### config.mk
export PLATFORM = sky130hd
export DESIGN_NAME = move_controller
export DESIGN_NICKNAME = d
export VERILOG_FILES = /design/src/rtl/chess_pkg.sv /design/src/rtl/move_controller_click_edge.sv /design/src/rtl/move_controller.sv
export SDC_FILE = /design/constraint.sdc
export NUM_CORES = 1
export LEC_CHECK = 0
export BUFFER_PORTS_ARGS = -buffer_cell sky130_fd_sc_hd__buf_2
export CAP_MARGIN = 20
export CORE_ASPECT_RATIO = 1.5
export CORE_MARGIN = 5
export CORE_UTILIZATION = 37
export CTS_CLUSTER_SIZE = 8
export DETAILED_ROUTE_END_ITERATION = 16
export SLEW_MARGIN = 5
export SYNTH_ARGS = -nofsm -noshare
export SYNTH_HDL_FRONTEND = slang
export SYNTH_HIERARCHICAL = 1
export SYNTH_SLANG_ARGS = --single-unit
export TNS_END_PERCENT = 30
### constraint.sdc
create_clock -name clk -period 2.8 [get_ports clk]
set_input_delay 0 -clock clk [delete_from_list [all_inputs] [get_ports clk]]
set_output_delay 0 -clock clk [all_outputs]
set_load 0.03 [all_outputs]
### src/rtl/chess_pkg.sv
// Shared chess definitions: piece codes, side tests and the move-controller FSM states.
package chess_pkg;

  localparam logic [3:0] EMPTY     = 4'h0;
  localparam logic [3:0] W_PAWN    = 4'h1;
  localparam logic [3:0] W_KNIGHT  = 4'h2;
  localparam logic [3:0] W_BISHOP  = 4'h3;
  localparam logic [3:0] W_ROOK    = 4'h4;
  localparam logic [3:0] W_QUEEN   = 4'h5;
  localparam logic [3:0] W_KING    = 4'h6;
  localparam logic [3:0] B_PAWN    = 4'h7;
  localparam logic [3:0] B_KNIGHT  = 4'h8;
  localparam logic [3:0] B_BISHOP  = 4'h9;
  localparam logic [3:0] B_ROOK    = 4'hA;
  localparam logic [3:0] B_QUEEN   = 4'hB;
  localparam logic [3:0] B_KING    = 4'hC;
  localparam logic [3:0] MOVE_MARK = 4'hD;

  typedef enum logic [2:0] {
    IDLE   = 3'd0,
    QUERY  = 3'd1,
    CHECK  = 3'd2,
    SETTLE = 3'd3,
    HELD   = 3'd4,
    OVER   = 3'd5
  } state_t;

  function automatic logic is_white(input logic [3:0] code);
    return (code >= W_PAWN) && (code <= W_KING);
  endfunction

  function automatic logic is_black(input logic [3:0] code);
    return (code >= B_PAWN) && (code <= B_KING);
  endfunction

endpackage

### src/rtl/move_controller_click_edge.sv
// Two-flop synchroniser for the raw mouse button plus a one-cycle rising-edge pulse.
module click_edge (
  input  logic clk,
  input  logic rst_n,
  input  logic i_level,
  output logic o_pulse
);

  logic r_meta;
  logic r_sync;
  logic r_prev;

  always_ff @(posedge clk or negedge rst_n) begin
    if (!rst_n) begin
      r_meta <= 1'b0;
      r_sync <= 1'b0;
      r_prev <= 1'b0;
    end else begin
      r_meta <= i_level;
      r_sync <= r_meta;
      r_prev <= r_sync;
    end
  end

  assign o_pulse = r_sync & ~r_prev;

endmodule

### src/rtl/move_controller.sv
// Turns square clicks into pick/place pulses for the board register, enforcing turn order.
// Optional per-turn timeout enabled by defining TURN_TIMER_EN (adds port timeout_loss).
import chess_pkg::*;

module move_controller #(
  parameter int MOVES_LAT = 2
`ifdef TURN_TIMER_EN
  , parameter int TURN_CYCLES = 65_000_000
`endif
) (
  input  logic        clk,
  input  logic        rst_n,
  input  logic        click,
  input  logic [5:0]  cursor_pos,
  input  logic [3:0]  query_code,
  input  logic [63:0] possible_moves,
  input  logic        white_win,
  input  logic        black_win,
  output logic [5:0]  query_xy,
  output logic [5:0]  figure_position,
  output logic        pick_piece,
  output logic        place_piece,
  output logic [5:0]  pp_from,
  output logic        piece_held,
  output logic        turn_white,
  output logic        game_over,
`ifdef TURN_TIMER_EN
  output logic        timeout_loss,
`endif
  output state_t      dbg_state
);

  localparam logic [7:0] SETTLE_LAST = 8'(MOVES_LAT - 1);

  logic       w_click;
  logic       w_win;
  logic       w_win_rise;
  logic       w_side_ok;

  state_t     r_state;
  logic [5:0] r_query_xy;
  logic [5:0] r_fig;
  logic       r_pick;
  logic       r_place;
  logic [5:0] r_pp_from;
  logic       r_held;
  logic       r_turn_white;
  logic       r_game_over;
  logic       r_win_prev;
  logic [7:0] r_settle_cnt;

`ifdef TURN_TIMER_EN
  localparam logic [26:0] TIMER_LAST = 27'(TURN_CYCLES - 1);
  logic [26:0] r_timer;
  logic        r_timeout_pend;
  logic        r_timeout_loss;
  logic        w_timeout;
  assign w_timeout    = (r_timer == TIMER_LAST) && !r_game_over && !r_timeout_pend;
  assign timeout_loss = r_timeout_loss;
`endif

  click_edge u_click_edge (
    .clk     (clk),
    .rst_n   (rst_n),
    .i_level (click),
    .o_pulse (w_click)
  );

  assign w_win      = white_win | black_win;
  assign w_win_rise = w_win & ~r_win_prev;
  assign w_side_ok  = r_turn_white ? is_white(query_code) : is_black(query_code);

  // Pulses default low every cycle; a win rise overrides any action in the same cycle.
  always_ff @(posedge clk or negedge rst_n) begin
    if (!rst_n) begin
      r_state      <= IDLE;
      r_query_xy   <= '0;
      r_fig        <= '0;
      r_pick       <= 1'b0;
      r_place      <= 1'b0;
      r_pp_from    <= '0;
      r_held       <= 1'b0;
      r_turn_white <= 1'b1;
      r_game_over  <= 1'b0;
      r_win_prev   <= 1'b0;
      r_settle_cnt <= '0;
`ifdef TURN_TIMER_EN
      r_timer        <= '0;
      r_timeout_pend <= 1'b0;
      r_timeout_loss <= 1'b0;
`endif
    end else begin
      r_pick     <= 1'b0;
      r_place    <= 1'b0;
      r_win_prev <= w_win;
`ifdef TURN_TIMER_EN
      if (!r_game_over) r_timer <= r_timer + 27'd1;
`endif
      if (w_win_rise) begin
        r_state     <= OVER;
        r_game_over <= 1'b1;
      end
`ifdef TURN_TIMER_EN
      else if (r_timeout_pend) begin
        r_state        <= OVER;
        r_game_over    <= 1'b1;
        r_timeout_pend <= 1'b0;
      end else if (w_timeout) begin
        r_timeout_loss <= r_turn_white;
        if (r_held) begin
          r_place        <= 1'b1;
          r_fig          <= r_pp_from;
          r_held         <= 1'b0;
          r_timeout_pend <= 1'b1;
        end else begin
          r_state     <= OVER;
          r_game_over <= 1'b1;
        end
      end
`endif
      else begin
        case (r_state)
          IDLE: begin
            if (w_click) begin
              r_query_xy <= cursor_pos;
              r_state    <= QUERY;
            end
          end
          QUERY: r_state <= CHECK;
          CHECK: begin
            if (w_side_ok) begin
              r_fig        <= r_query_xy;
              r_pp_from    <= r_query_xy;
              r_pick       <= 1'b1;
              r_held       <= 1'b1;
              r_settle_cnt <= '0;
              r_state      <= SETTLE;
            end else begin
              r_state <= IDLE;
            end
          end
          SETTLE: begin
            if (r_settle_cnt == SETTLE_LAST) r_state <= HELD;
            else r_settle_cnt <= r_settle_cnt + 8'd1;
          end
          HELD: begin
            if (w_click) begin
              if (cursor_pos == r_pp_from) begin
                r_place <= 1'b1;
                r_fig   <= r_pp_from;
                r_held  <= 1'b0;
                r_state <= IDLE;
              end else if (possible_moves[cursor_pos]) begin
                r_place      <= 1'b1;
                r_fig        <= cursor_pos;
                r_held       <= 1'b0;
                r_turn_white <= ~r_turn_white;
                r_state      <= IDLE;
`ifdef TURN_TIMER_EN
                r_timer      <= '0;
`endif
              end
            end
          end
          OVER:    r_state <= OVER;
          default: r_state <= IDLE;
        endcase
      end
    end
  end

  assign query_xy        = r_query_xy;
  assign figure_position = r_fig;
  assign pick_piece      = r_pick;
  assign place_piece     = r_place;
  assign pp_from         = r_pp_from;
  assign piece_held      = r_held;
  assign turn_white      = r_turn_white;
  assign game_over       = r_game_over;
  assign dbg_state       = r_state;

endmodule

# [Word level (Yosys, flattened, before mapping)]
# Index checks and enable logic that the tools add are counted.
[op_classes] eq_ne=15 reduce_logical=11 shifts=0 muxes=32 bitwise=8 n_lt_le_gt_ge=5 n_mul=0 div_mod_pow=0 addsub=1
[ops] cell="$mux W6" n=4
[ops] cell="$mux W3" n=6
[ops] cell="$pmux W3 S6" n=1
[ops] cell="$mux W8" n=2
[ops] cell="$pmux W8 S2" n=1
[ops] cell="$mux W1" n=14
[ops] cell="$pmux W6 S2" n=1
[ops] cell="$reduce_and A5 Y1" n=2
[ops] cell="$add A8 B1 Y8 const B" n=1
[ops] cell="$eq A8 B1 Y1 const B" n=1
[ops] cell="$reduce_and A4 Y1" n=2
[ops] cell="$lt A6 B7 Y1 const B" n=1
[ops] cell="$bmux W1 S6" n=1
[ops] cell="$eq A3 B2 Y1 const B" n=2
[ops] cell="$eq A3 B3 Y1 const B" n=2
[ops] cell="$eq A6 B6 Y1" n=1
[ops] cell="$ne A3 B2 Y1 const B" n=2
[ops] cell="$ne A3 B3 Y1 const B" n=2
[ops] cell="$reduce_and A3 Y1" n=2
[ops] cell="$not A1 Y1" n=5
[ops] cell="$ge A4 B1 Y1 const B" n=1
[ops] cell="$ge A4 B3 Y1 const B" n=1
[ops] cell="$le A4 B3 Y1 const B" n=1
[ops] cell="$le A4 B4 Y1 const B" n=1
[ops] cell="other kinds (11)" n=15
[word_totals] reg_bits=38 wordCells=86 latch_bits=0 n_memories=0 romBits=0 mem_bits_rw=0 out_inout_bits=26 in_bits=79

# [Depth between registers and ports, before layout]
[logic_depth] depth_word=7 ltp_mapped=9 mapped_depth_nobuf=7

# [Cells and area by module]
# Netlist, hierarchy kept.
[modules_own_cells] module="move_controller" cells_per_inst=223 area_each_um2=2401.1 seq_area_each_um2=877.1 n_inst=1
[modules_own_cells] module="click_edge" cells_per_inst=4 area_each_um2=88.8 seq_area_each_um2=75.1 n_inst=1

# [Least setup slack after synthesis]
# No wires, ideal clock.
[synth_path] path_kind="register to register" startpoint="reg r_turn_white, in the netlist turn_white" endpoint="reg r_fig[4], in the netlist figure_position[4]" slack_ns=0.503 synth_period_minus_slack_ns=2.297 path_buffers=2 arrival_ns=2.174 path_stages_with_launch=8 path_cell_list="dfstp_2 or4b_4 and2_4 or3_1 buf_2 buf_2 o22a_1 o221a_1"
[synth_between] elab_chain_cells=3
[synth_lines] item="from (decl)" line="move_controller.sv:47" rtl="logic r_turn_white;"
[synth_lines] item="from (signal assigned)" line="move_controller.sv:157" rtl="r_turn_white <= ~r_turn_white;"
[synth_lines] item="$mux W1" line="move_controller.sv:71" rtl="assign w_side_ok = r_turn_white ? is_white(query_code) : is_black(query_code);"
[synth_lines] item="$ne A2 B2 Y1 (no line)"
[synth_lines] item="$reduce_and A5 Y1 (no line)"
[synth_lines] item="to (signal assigned)" line="move_controller.sv:132" rtl="r_fig <= r_query_xy;"
[synth_lines] item="to (signal assigned)" line="move_controller.sv:150" rtl="r_fig <= r_pp_from;"
[synth_lines] item="to (signal assigned)" line="move_controller.sv:155" rtl="r_fig <= cursor_pos;"
[synth_lines] item="to (decl)" line="move_controller.sv:42" rtl="logic [5:0] r_fig;"
# No other way between the ends.
# A chain may end at the register's enable or synchronous reset.

# [Worst setup path in the final report]
[layout_path] startpoint="reg r_turn_white, in the netlist turn_white" endpoint="reg r_pp_from[2], in the netlist pp_from[2]"
[layout_between] elab_chain_cells=2
[layout_lines] item="$mux W1" line="move_controller.sv:71"
[layout_lines] item="$reduce_and A3 Y1 (no line)"
[layout_lines] item="to (signal assigned)" line="move_controller.sv:133" rtl="r_pp_from <= r_query_xy;"
[layout_lines] item="to (decl)" line="move_controller.sv:45" rtl="logic [5:0] r_pp_from;"
# No other way between the ends.

==> key figures <==
Placement
  • Placed Cells incl. Taps: 394
  • Post-Place Worst Slack: 0.426 ns
  • Routability cong.: 0.802
  • HPWL Detailed: 5070 um
  • Port Buf Inserts: 104

Floorplan
  • Die W: 77.0 um
  • Initial cell density of the core: 38.1%
  • # rows: 36
  • # IOs: 105
  • Core footprint: 6530 um2
  • Die height: 110 um
  • Die area: 8500 um2

Pwr
  • Combinational share of power: 16.2%
  • PD cells: 349 nW/um2
  • Sw frac: 24.8%
  • Switching power: 0.274 mW
  • Pleak: 1.52 nW
  • Int Pwr: 0.829 mW
  • Clock share of power: 33.6%
  • Flop pwr share: 50.1%
  • Peak supply drop: 0.000166 V

Timing
  • Finish-stage setup viols: 0
  • Unrepaired setup endpoints after global routing: no
  • Worst relative slew slack: 44.5%
  • Worst Tran Pin Value: 0.833 ns
  • Final worst slack: 0.421 ns
  • Setup TNS: 0 ns
  • Highest Clock Rate: 420 MHz
  • Max-slew violation count: 0
  • Final Skew: 0.0114 ns
  • Post-route clock period utilization: 85.0%
  • Endpoints failing hold: 0
  • Hold WS: 0.0680 ns
  • Post-layout min period: 2.38 ns

Synth
  • Post-synth design cell area: 2490 um2
  • Synth Area per Inst: 11.0 um2
  • Dominant synthesized flop cell: dfrtp_1
  • Post-synthesis register bit count: 38
  • Sequential-to-total area share from yosys stat: 38.2%
  • Mapped Nets: 308
  • Distinct cells, synth: 49
  • Async SR Flop Fraction: 100%
  • Number of flops mapped to enable cells by yosys: 0
  • Ys Warns: 6
  • Count of mapped cells out of synthesis: 227

Global routing
  • First-pass GRT wire length: 10,500 um
  • GRT overflow: 0
  • Vias in the first global route: 2,313
  • GR Util All Layers: 15.0%
  • Largest net degree at the start of global routing: 39
  • Initial antenna violation count: 0

Route
  • DRT Pass-1 Iters: 4
  • Final antenna-violating net count: 0
  • DRC Markers: 0
  • Final wirelength: 6380 um
  • Initial DRC count: 128
  • WL/cell: 15.7 um
  • Vias: 2,156
  • Avg Vias per Cell: 5.31

Worst setup path
  • CP arrival: 2.61 ns
  • Crit path kind: flip-flop to flip-flop
  • FF-to-FF path depth: 6
  • Worst setup EP type: flip-flop
  • Crit Path Max Fanout: 14
  • Required @ worst endpoint: 3.03 ns
  • Crit start category: flip-flop

CTS
  • Postcts setup bufs: 0
  • Clock Sink Count: 38
  • Maximum root-to-sink buffer count: 2
  • Clock buffer count from CTS: 5
  • CTS tree: done
  • Root buf cell: clkbuf_8
  • Worst-Skew Late Latency: 0.29 ns
  • CTS clk-pin slew, worst paths: 0.08 ns
  • H-tree depth: 2

Flow run
  • Max-cap violations: 0

Hold path
  • Worst Hold Class: input port to flip-flop
  • Hold path cells: 2

Cells and area
  • Layout cells sized above 1: 42.7%
  • Fill cells: 599
  • Area Growth Syn to Fin: 26.8%
  • Final cell count without fillers: 406
  • Nets: 410
  • Diode count: 0
  • Final core occ: 48.3%

Run status
  • Status: finished, final reports clean
-- cells by family after synthesis --
kind of cell,share of synthesized area (%)
xor+xnor,3.52
simple gates,18.4
flops,38.2
fa+ha+maj,1.00
mux,20.5
compound gates,14.0
buf+inv,4.37
-- synthesized netlist by cell type, types with 4 or more instances --
cell / number / area share (%)
a21oi_1: 7 / 1.4
buf_2: 6 / 1.2
dfrtp_1: 37 / 37
inv_1: 7 / 1.1
mux2_2: 7 / 3.2
mux2i_1: 4 / 1.6
mux4_1: 8 / 8.4
mux4_2: 8 / 7.2
nand2_1: 31 / 4.7
nand3_1: 8 / 1.6
nor2_1: 11 / 1.7
nor2b_1: 8 / 2.0
nor3_1: 6 / 1.2
o21ai_0: 8 / 1.6
o221a_1: 6 / 2.7
o22a_1: 6 / 2.1
xnor2_1: 5 / 1.8
xor2_1: 5 / 1.8
-- power by group through the flow --
stage / logic [mW] / registers (mW) / clock network, mW
6_report: 0.179 / 0.553 / 0.371
3_3_place_gp: 0.176 / 0.564 / 0
2_1_floorplan: 0.103 / 0.563 / 0
3_5_place_dp: 0.179 / 0.564 / 0
4_1_cts: 0.183 / 0.553 / 0.379
5_1_grt: 0.200 / 0.553 / 0.398
-- cells in the final DEF (no fill, tap or decap), drive strengths merged, types with 2 or more instances in the layout --
cell | synthesis | routed
buf | 12 | 105
dfrtp | 37 | 37
nand2 | 31 | 31
mux4 | 16 | 16
nor2 | 11 | 11
nor2b | 9 | 9
nand3 | 8 | 8
o21ai | 8 | 8
inv | 7 | 7
mux2 | 7 | 7
a21oi | 7 | 7
nor3 | 6 | 6
o22a | 6 | 6
o221a | 6 | 6
clkbuf | 2 | 6
xnor2 | 5 | 5
xor2 | 5 | 5
mux2i | 4 | 4
dlygate4sd3 | 0 | 4
or2 | 3 | 3
nor4 | 3 | 3
nand2b | 3 | 3
a22oi | 3 | 3
or3 | 3 | 3
a211oi | 3 | 3
and2 | 3 | 3
and3 | 3 | 3
ha | 2 | 2
clkinv | 0 | 2
-- state kept, by name, indices dropped and copies added (netlist names), 3 cells and up --
signal and count:
r_settle_cnt 8, figure_position 6, pp_from 6, query_xy 6
dbg_state 3
-- through the flow --
stage / power (mW) / instance area (um2)
5_1_grt: 1.15 / 3160
4_1_cts: 1.11 / 3160
6_report: 1.10 / 3160
3_3_place_gp: 0.740 / 3030
3_5_place_dp: 0.742 / 3030
2_1_floorplan: 0.667 / 2490
-- worst max-delay path, cell delays in order, from the launching register on --
cell     delay [ns]
dfstp_2        0.58
or4b_4         0.49
and2_4         0.18
or3_1          0.53
inv_1          0.37
nand2_1        0.10
nand2_1        0.07
-- worst paths after layout --
| path | start | to | slack (ns) |
|---|---|---|---|
| setup / recovery | turn_white$_DFFE_PN1P_ | pp_from[2]$_DFFE_PN0P_ | 0.42 |
| hold / removal | cursor_pos[5] | query_xy[5]$_DFFE_PN0P_ | 0.07 |
| setup reg to reg | turn_white$_DFFE_PN1P_ | pp_from[2]$_DFFE_PN0P_ | 0.42 |
| hold reg to reg | u_click_edge/r_meta$_DFF_PN0_ | u_click_edge/r_sync$_DFF_PN0_ | 0.35 |
| max in group asynchronous | rst_n | figure_position[3]$_DFFE_PN0P_ | 1.93 |
| min in group asynchronous | rst_n | dbg_state[2]$_DFFE_PN0P_ | 0.34 |
-- routing by layer --
layer	vias to the layer above	track usage [%]	wire length, um
li1	1050	-	-
met4	0	4.82	91
met2	98	26.7	3180
met1	1001	17.3	2580
met3	7	3.99	531
met5	-	0	0
-- what timing repair did --
action | CTS | global route
gates resized for setup | 0 | 0
hold buffers | 4 | 0
endpoints found under the hold margin | 39 | 0
-- area by class of cell --
| cell class | count | area [um2] | area share, % |
|---|---|---|---|
| Clock buffer | 6 | 72.6 | 2.30 |
| Multi-Input combinational cell | 168 | 1430 | 45.3 |
| Clock inverter | 2 | 13.8 | 0.436 |
| Tap cell | 76 | 95.1 | 3.01 |
| Timing Repair Buffer | 109 | 568 | 18.0 |
| Inverter | 7 | 26.3 | 0.832 |
| Sequential cell | 38 | 952 | 30.2 |
Power figures use the tool's default switching activity.
